## src/rtl/ps2_mode_controller.sv

```systemverilog
// PS/2 keyboard front end for the step sequencer: scan-code decoder (E0/F0,
// typematic suppression) feeding an IDLE / EDIT[i] / PLAY mode selector.
module ps2_mode_controller #(
  parameter int                     NUM_MODES = 3,
  parameter logic [8*NUM_MODES-1:0] MODE_KEYS = 24'h3A_324B,
  parameter logic [7:0]             KEY_ENTER = 8'h5A,
  parameter logic [7:0]             KEY_ESC   = 8'h76,
  parameter logic [7:0]             KEY_PLAY  = 8'h29,
  parameter bit                     REPEAT_EN = 1'b0,
  parameter int                     BLINK_DIV = 1250000
) (
  input  logic                 CLOCK_50,
  input  logic                 nReset,
  input  logic [7:0]           rx_data,
  input  logic                 rx_en,
  input  logic                 bpm_ok,
  input  logic                 play_en,
  output logic [NUM_MODES-1:0] mode_sel,
  output logic                 playing,
  output logic                 start,
  output logic                 stop_req,
  output logic                 abort,
  output logic                 fwd_valid,
  output logic [7:0]           fwd_code,
  output logic                 fwd_ext,
  output logic [NUM_MODES-1:0] led_mode,
  output logic                 led_play
);

  localparam int             IW         = (NUM_MODES > 1) ? $clog2(NUM_MODES) : 1;
  localparam int             CW         = (BLINK_DIV > 1) ? $clog2(BLINK_DIV) : 1;
  localparam logic [CW-1:0]  BLINK_LAST = CW'(BLINK_DIV - 1);
  localparam logic [7:0]     CODE_EXT   = 8'hE0;
  localparam logic [7:0]     CODE_BRK   = 8'hF0;

  typedef enum logic [1:0] {D_NONE, D_EXT, D_BRK, D_EXT_BRK} dec_t;
  typedef enum logic [1:0] {S_IDLE, S_EDIT, S_PLAY} mode_t;

  // ---------------- scan-code decoder ----------------
  dec_t       r_dstate, w_dstate_nxt;
  logic       r_held_vld, w_held_vld_nxt;
  logic [7:0] r_held_code, w_held_code_nxt;
  logic       r_held_ext, w_held_ext_nxt;
  logic       w_ev_vld;
  logic       w_in_brk, w_in_ext, w_held_hit;
  logic       r_key_vld;
  logic [7:0] r_key_code;
  logic       r_key_ext;

  assign w_in_brk   = (r_dstate == D_BRK) || (r_dstate == D_EXT_BRK);
  assign w_in_ext   = (r_dstate == D_EXT) || (r_dstate == D_EXT_BRK);
  assign w_held_hit = r_held_vld && (rx_data == r_held_code) && (w_in_ext == r_held_ext);

  always_comb begin
    w_dstate_nxt    = r_dstate;
    w_held_vld_nxt  = r_held_vld;
    w_held_code_nxt = r_held_code;
    w_held_ext_nxt  = r_held_ext;
    w_ev_vld        = 1'b0;
    if (rx_en) begin
      if (rx_data == CODE_EXT) begin
        w_dstate_nxt = w_in_brk ? D_EXT_BRK : D_EXT;
      end else if (rx_data == CODE_BRK) begin
        w_dstate_nxt = w_in_ext ? D_EXT_BRK : D_BRK;
      end else begin
        w_dstate_nxt = D_NONE;
        if (w_in_brk) begin
          if (w_held_hit) w_held_vld_nxt = 1'b0;
        end else if (!w_held_hit || REPEAT_EN) begin
          // the held key is the one a typematic repeat would re-send
          w_ev_vld        = 1'b1;
          w_held_vld_nxt  = 1'b1;
          w_held_code_nxt = rx_data;
          w_held_ext_nxt  = w_in_ext;
        end
      end
    end
  end

  always_ff @(posedge CLOCK_50 or negedge nReset) begin
    if (!nReset) begin
      r_dstate    <= D_NONE;
      r_held_vld  <= 1'b0;
      r_held_code <= 8'h00;
      r_held_ext  <= 1'b0;
      r_key_vld   <= 1'b0;
      r_key_code  <= 8'h00;
      r_key_ext   <= 1'b0;
    end else begin
      r_dstate    <= w_dstate_nxt;
      r_held_vld  <= w_held_vld_nxt;
      r_held_code <= w_held_code_nxt;
      r_held_ext  <= w_held_ext_nxt;
      r_key_vld   <= w_ev_vld;
      if (w_ev_vld) begin
        r_key_code <= rx_data;
        r_key_ext  <= w_in_ext;
      end
    end
  end

  // ---------------- mode FSM ----------------
  mode_t          r_state, w_state_nxt;
  logic [IW-1:0]  r_mode_idx, w_mode_idx_nxt;
  logic           r_play_first;
  logic           w_key_plain, w_mode_hit;
  logic [IW-1:0]  w_mode_hit_idx;
  logic           w_start_nxt, w_stop_nxt, w_abort_nxt, w_fwd_nxt;
  logic           r_start, r_stop, r_abort, r_fwd_vld, r_fwd_ext;
  logic [7:0]     r_fwd_code;
  logic [NUM_MODES-1:0] w_mode_sel;

  assign w_key_plain = r_key_vld && !r_key_ext;

  always_comb begin
    w_mode_hit     = 1'b0;
    w_mode_hit_idx = '0;
    for (int i = NUM_MODES - 1; i >= 0; i--) begin
      if (MODE_KEYS[8*i +: 8] == r_key_code) begin
        w_mode_hit     = 1'b1;
        w_mode_hit_idx = IW'(i);
      end
    end
  end

  always_comb begin
    w_state_nxt    = r_state;
    w_mode_idx_nxt = r_mode_idx;
    w_start_nxt    = 1'b0;
    w_stop_nxt     = 1'b0;
    w_abort_nxt    = 1'b0;
    w_fwd_nxt      = 1'b0;
    case (r_state)
      S_IDLE: begin
        if (w_key_plain) begin
          if (w_mode_hit) begin
            w_state_nxt    = S_EDIT;
            w_mode_idx_nxt = w_mode_hit_idx;
          end else if (r_key_code == KEY_PLAY && bpm_ok) begin
            w_state_nxt = S_PLAY;
            w_start_nxt = 1'b1;
          end
        end
      end
      S_EDIT: begin
        if (w_key_plain && r_key_code == KEY_ENTER) begin
          w_state_nxt = S_IDLE;
        end else if (w_key_plain && r_key_code == KEY_ESC) begin
          w_state_nxt = S_IDLE;
          w_abort_nxt = 1'b1;
        end else if (r_key_vld) begin
          w_fwd_nxt = 1'b1;
        end
      end
      S_PLAY: begin
        // ESC wins over a simultaneous play_en drop so the player still sees stop_req
        if (w_key_plain && r_key_code == KEY_ESC) begin
          w_state_nxt = S_IDLE;
          w_stop_nxt  = 1'b1;
        end else if (!play_en && !r_play_first) begin
          w_state_nxt = S_IDLE;
        end
      end
      default: w_state_nxt = S_IDLE;
    endcase
  end

  always_comb begin
    w_mode_sel = '0;
    for (int i = 0; i < NUM_MODES; i++) begin
      w_mode_sel[i] = (r_state == S_EDIT) && (r_mode_idx == IW'(i));
    end
  end

  always_ff @(posedge CLOCK_50 or negedge nReset) begin
    if (!nReset) begin
      r_state      <= S_IDLE;
      r_mode_idx   <= '0;
      r_play_first <= 1'b0;
      r_start      <= 1'b0;
      r_stop       <= 1'b0;
      r_abort      <= 1'b0;
      r_fwd_vld    <= 1'b0;
      r_fwd_code   <= 8'h00;
      r_fwd_ext    <= 1'b0;
    end else begin
      r_state      <= w_state_nxt;
      r_mode_idx   <= w_mode_idx_nxt;
      r_play_first <= (w_state_nxt == S_PLAY) && (r_state != S_PLAY);
      r_start      <= w_start_nxt;
      r_stop       <= w_stop_nxt;
      r_abort      <= w_abort_nxt;
      r_fwd_vld    <= w_fwd_nxt;
      if (w_fwd_nxt) begin
        r_fwd_code <= r_key_code;
        r_fwd_ext  <= r_key_ext;
      end
    end
  end

  // ---------------- blink and LEDs ----------------
  logic [CW-1:0]        r_blink_cnt;
  logic                 r_phase;
  logic [NUM_MODES-1:0] r_led_mode;
  logic                 r_led_play;

  always_ff @(posedge CLOCK_50 or negedge nReset) begin
    if (!nReset) begin
      r_blink_cnt <= '0;
      r_phase     <= 1'b0;
      r_led_mode  <= '0;
      r_led_play  <= 1'b0;
    end else begin
      if (r_blink_cnt == BLINK_LAST) begin
        r_blink_cnt <= '0;
        r_phase     <= ~r_phase;
      end else begin
        r_blink_cnt <= r_blink_cnt + 1'b1;
      end
      r_led_mode <= ~w_mode_sel | {NUM_MODES{r_phase}};
      r_led_play <= (r_state == S_PLAY);
    end
  end

  assign mode_sel  = w_mode_sel;
  assign playing   = (r_state == S_PLAY);
  assign start     = r_start;
  assign stop_req  = r_stop;
  assign abort     = r_abort;
  assign fwd_valid = r_fwd_vld;
  assign fwd_code  = r_fwd_code;
  assign fwd_ext   = r_fwd_ext;
  assign led_mode  = r_led_mode;
  assign led_play  = r_led_play;

endmodule
```

## config.mk

```make
export PLATFORM = sky130hd
export DESIGN_NAME = ps2_mode_controller
export DESIGN_NICKNAME = d
export VERILOG_FILES = /design/src/rtl/ps2_mode_controller.sv
export SDC_FILE = /design/constraint.sdc
export NUM_CORES = 1
export LEC_CHECK = 0
export ABC_AREA = 0
export ABC_CLOCK_PERIOD_IN_PS = 2900
export BUFFER_PORTS_ARGS = -buffer_cell sky130_fd_sc_hd__clkbuf_2
export CAP_MARGIN = 20
export CORE_MARGIN = 1
export CORE_UTILIZATION = 30
export CTS_BUF_LIST = sky130_fd_sc_hd__clkbuf_2 sky130_fd_sc_hd__clkbuf_4 sky130_fd_sc_hd__clkbuf_8
export DETAILED_ROUTE_END_ITERATION = 12
export PLACE_DENSITY = 0.58
export SLEW_MARGIN = 15
export SYNTH_ARGS = -nofsm -noshare
export SYNTH_HDL_FRONTEND = slang
export SYNTH_SLANG_ARGS = --single-unit
```

## constraint.sdc

```tcl
create_clock -name CLOCK_50 -period 2.9 [get_ports CLOCK_50]
set_input_delay 0.29 -clock CLOCK_50 [delete_from_list [all_inputs] [get_ports CLOCK_50]]
set_output_delay 0.29 -clock CLOCK_50 [all_outputs]
set_load 0.05 [all_outputs]
```

# Word level (Yosys, flattened, before mapping)
# Cells that the tools add are included.
# classes
n_addsub,1
eq_ne,22
muxes,39
n_bitwise,7
n_reduce_logical,21
# ops
cell,n
2-bit 2-to-1 mux,13
1-bit 2-to-1 mux,24
21-bit by 1-bit adder with 21-bit output (second input constant),1
21-bit equality test (second input constant),1
21-bit 2-to-1 mux,1
6-bit by 8-bit equality test with 1-bit output (first input constant),2
8-bit by 7-bit equality test with 1-bit output (second input constant),2
8-bit equality test (second input constant),2
1-bit logical AND,11
2-bit equality test (second input constant),5
5-bit AND reduction,2
7-bit by 8-bit equality test with 1-bit output (first input constant),1
8-bit by 6-bit equality test with 1-bit output (second input constant),1
8-bit equality test,1
2-bit by 1-bit equality test with 1-bit output (second input constant),3
2-bit case mux with 3 select lines,1
1-bit inverter,5
2-bit zero test,2
2-bit != test (second input constant),2
1-bit zero test,3
3-bit inverter,1
3-bit bitwise OR,1
3-bit AND reduction,1
1-bit logical OR,2
2 further kinds,2
# totals
ff_bits,66
input_bits,13
output_inout_bits,21
elab_cells,110

# Depth between registers and ports, before layout
# logic_depth
ltp_word,9
ltp_mapped,8
depth_no_buf,7

# Least setup slack after synthesis
# OpenSTA, ideal clock, no wires.
# synth_timing
path_type,register to output
from,register r_state[1]
to,output mode_sel[1]
t_arrival_ps,1747
required_ps,2610
path_slack_ps,863
stages_incl_launch_ff,3
path_buffers,0
path_cell_list,dfrtp_1 > nand2b_4 > nor3b_1
# synth_between
elab_chain_len,2
# synth_lines
item,line_no,text
from (decl),103,"mode_t r_state, w_state_nxt;"
from (signal assigned),187,r_state <= w_state_nxt;
2-bit by 1-bit equality test with 1-bit output,171,w_mode_sel[i] = (r_state == S_EDIT) && (r_mode_idx == IW'(i));
1-bit logical AND,171,
to (decl),18,"output logic [NUM_MODES-1:0] mode_sel,"
# No other way between the ends.

# Final worst setup path
# layout_timing
from,register r_held_code[3]
to,register r_key_code[5]
# layout_between
elab_chain_len,8
# layout_lines
item,line_no,text
from (decl),42,"logic [7:0] r_held_code, w_held_code_nxt;"
from (signal assigned),92,r_held_code <= w_held_code_nxt;
8-bit equality test,52,assign w_held_hit = r_held_vld && (rx_data == r_held_code) && (w_in_ext == r_held_ext);
1-bit logical AND (2 in a row),52,
1-bit 2-to-1 mux,69,end else if (!w_held_hit || REPEAT_EN) begin
1-bit 2-to-1 mux,67,if (w_in_brk) begin
1-bit 2-to-1 mux,63,end else if (rx_data == CODE_BRK) begin
1-bit 2-to-1 mux,61,if (rx_data == CODE_EXT) begin
1-bit 2-to-1 mux,60,if (rx_en) begin
to (signal assigned),96,r_key_code <= rx_data;
to (decl),47,logic [7:0] r_key_code;
# No other way between the ends.
# A chain may end at the register's enable or synchronous reset.

==> flow_metrics.tcl <==
set metrics [dict create \
    critPathBufInv 1 \
    crit_type "reg -> reg" \
    max_slew.worst_pin.slew_ns 0.684 \
    cpPeakStageDelay_ns 0.39 \
    insertion_delay_ns 0.34 \
    first_pass_iters 4 \
    synthCells 260 \
    drt_iter0_markers 92 \
    ys_warn_count 0 \
    fp.coreArea_sq_um 9370 \
    hold_viol_final 0 \
    path_max_fanout 13 \
    synth_flop_cell "dfrtp_1" \
    status "completed" \
    cts.sinks 66 \
    clock_skew_ns 0.00693 \
    wl_per_cell_um 13.4 \
    cap_viol_max_count 0 \
    worst_slew_margin_rel 0.540 \
    io_pins 34 \
    p_leak_nw 1.65 \
    period_share 0.714 \
    grt_max_degree 65 \
    setup_tns_ns 0 \
    cp_slowest_cell "dfrtp_1" \
    synth_area_leaders "dfrtp_1 56%, xor2_1 4.8%, mux2_2 4.6%" \
    antenna_found_initial 0 \
    ctsRootBufferMaster "clkbuf_8" \
    dp_hpwl_um 3990 \
    min_period_ns 2.07 \
    synth.avg_cell_area_sq_um 11.3 \
    synth.most_common_cell "dfrtp_1" \
    drc 0 \
    first_global_vias 2066 \
    cts_buffer_depth 2 \
    design_power_total_mw 2.61 \
    clk_pin_slew_worst_paths_ns 0.08 \
    num_rows 35 \
    end_kind "flop" \
    startpoint_type "flop" \
    die_x_um 101 \
    ys_ff_latch 66 \
    worstPathRequired_ns 3.13 \
    die_h_um 101 \
    gp_congestion 0.785 \
    grt_first_pass_wirelength_um 10000 \
    path_delay_family "simple AND/OR/NAND/NOR gates" \
    wirelength_um 5830 \
    synth-seq-area-share 0.562 \
    drive_gt1_frac 0.235 \
    post_cts_resized 0 \
    drtAntennaViolNets 0 \
    maxSlewViolCount 0 \
    synth_top_cells_by_count "66 x dfrtp_1, 25 x nand2_1, 18 x nor2_1" \
    fill_cells 949 \
    post-synth-top-area-cell "dfrtp_1" \
    hold_class "in -> reg" \
    synth_top_area_frac 0.562 \
    finalSetupViolCount 0 \
    fmax_ghz 0.483 \
    syn_to_final_growth_pct 19.9 \
    n_antenna_cell 0 \
    start_util 0.314 \
    port_buffers 33 \
    cts_buffers 9 \
    viasPerCell 4.80 \
    final_net_count 317 \
    peakVddDrop_uv 273 \
    overflow 0 \
    cts_tree "built" \
    path_cells "xor2_1 -> nor4_1 -> nand4_1 -> ha_1 -> o211ai_1 -> buf_4 -> mux2_2" \
    cts_max_level 3 \
    hold_ws_ns 0.222 \
    synth-edff-count 0 \
    syn-cell-area_sq_um 2940 \
    dieArea_sq_um 10200 \
    rsz0062_at_grt "no" \
    cts_setup_buffers 0 \
    worst_ep_arrival_time_ns 2.30 \
    cellPowerDensity_nw_per_um2 740 \
    synth-async-reset-ratio 1.00 \
    vias 2092 \
    grt_usage 0.129 \
    synth_cell_types 46 \
    syn-num-nets 275 \
]
==> cell usage in the layout (no fill, tap or decap), types with 2 or more instances in the layout <==
master,synthesis,routed
ha_1,2,2
mux2_2,12,12
and4_1,4,4
nand2_1,25,25
nand4_1,8,8
clkbuf_8,0,9
clkbuf_2,1,32
a22o_1,4,4
nor3b_1,2,2
nor4_1,4,4
nor3_1,5,5
xor2_1,16,16
nand2b_1,4,4
o21a_1,2,2
nor4b_1,3,3
nand3b_1,2,2
or3_1,3,3
bufinv_16,0,3
and3_1,7,7
o21ai_0,5,5
clkinvlp_4,0,3
a31oi_1,2,2
nor2_1,18,18
a21oi_1,6,6
dfrtp_1,66,66
inv_1,7,7
buf_4,1,3
xnor2_1,11,11
nor2b_1,3,3
o22a_1,3,3
nor4bb_1,2,2
nand3_1,11,11
and2_1,2,2
==> layout make-up <==
cell class | count | area [sq um] | area share
sequential | 66 | 1650 | 0.469
multi-input combinational | 180 | 1230 | 0.348
timing repair buffer | 38 | 218 | 0.0618
tap | 129 | 161 | 0.0458
clock buffer | 9 | 124 | 0.0351
clock inverter | 7 | 118 | 0.0334
inverter | 7 | 26.3 | 0.00745
==> repair_timing <==
| action | CTS | global route |
|---|---|---|
| hold buffers | 1 | 0 |
| endpoints found under the hold margin | 5 | 0 |
| endpoints found under the setup margin | 0 | 0 |
==> cell families after synthesis <==
logic type / after synthesis / synth area share
adders and majority gates: 2 / 0.00851
muxes: 12 / 0.0460
xor gates and xnor gates: 27 / 0.0805
AOI/OAI and AO/OA: 27 / 0.0634
and+or+nand+nor: 112 / 0.219
DFF: 66 / 0.562
buffers and inverters: 14 / 0.0209
==> stage by stage <==
| stage | util | cells | cell area (sq um) | worst slack, ns |
|---|---|---|---|---|
| final | 0.376 | 436 | 3520 | 0.828 |
| after global routing | 0.376 | 436 | 3520 | 0.663 |
| after CTS | 0.376 | 436 | 3520 | 0.833 |
| after detailed placement | 0.349 | 419 | 3270 | 0.807 |
| after global placement | 0.349 | 419 | 3270 | 0.867 |
| after floorplan | - | 260 | 2940 | 0.863 |
==> final timing paths <==
path	cells past startpoint	startpoint	slack, ns	to
setup / recovery	7	r_held_code[3]$_DFFE_PN0P_	0.83	r_key_code[5]$_DFFE_PN0P_
max in group asynchronous	3	nReset	2.11	r_state[1]$_DFF_PN0_
hold / removal	2	bpm_ok	0.22	r_play_first$_DFF_PN0_
min in group asynchronous	2	nReset	0.27	r_dstate[1]$_DFFE_PN0P_
setup reg to reg	7	r_held_code[3]$_DFFE_PN0P_	0.83	r_key_code[5]$_DFFE_PN0P_
hold reg to reg	1	r_phase$_DFFE_PN0N_	0.50	r_phase$_DFFE_PN0N_
==> metal layers <==
metal | part of all wire | vias to the layer above | GRT usage
met4 | 0.022 | 0 | 0.0769
li1 | - | 1008 | -
met5 | 0 | - | 0
met1 | 0.51 | 1025 | 0.175
met2 | 0.43 | 47 | 0.189
met3 | 0.034 | 12 | 0.0277
==> worst register-to-register path, cell delays in order, from the launching register on <==
cell	delay, ns
dfrtp_1	0.39
xor2_1	0.15
nor4_1	0.31
nand4_1	0.13
ha_1	0.26
o211ai_1	0.14
buf_4	0.23
mux2_2	0.35
==> report_power, final <==
| group | internal (mW) | switching, mW | total [mW] |
|---|---|---|---|
| Sequential | 1.03 | 0.0975 | 1.13 |
| Clock | 0.569 | 0.366 | 0.935 |
| Combinational | 0.165 | 0.382 | 0.547 |
==> flip-flops by register name (all words and copies together), names as in the netlist, 2 cells and up <==
register     count
r_blink_cnt     21
fwd_code         8
r_held_code      8
r_key_code       8
led_mode         3
r_dstate         2
r_mode_idx       2
r_state          2
Note: power is estimated with default switching activity, not from simulation.
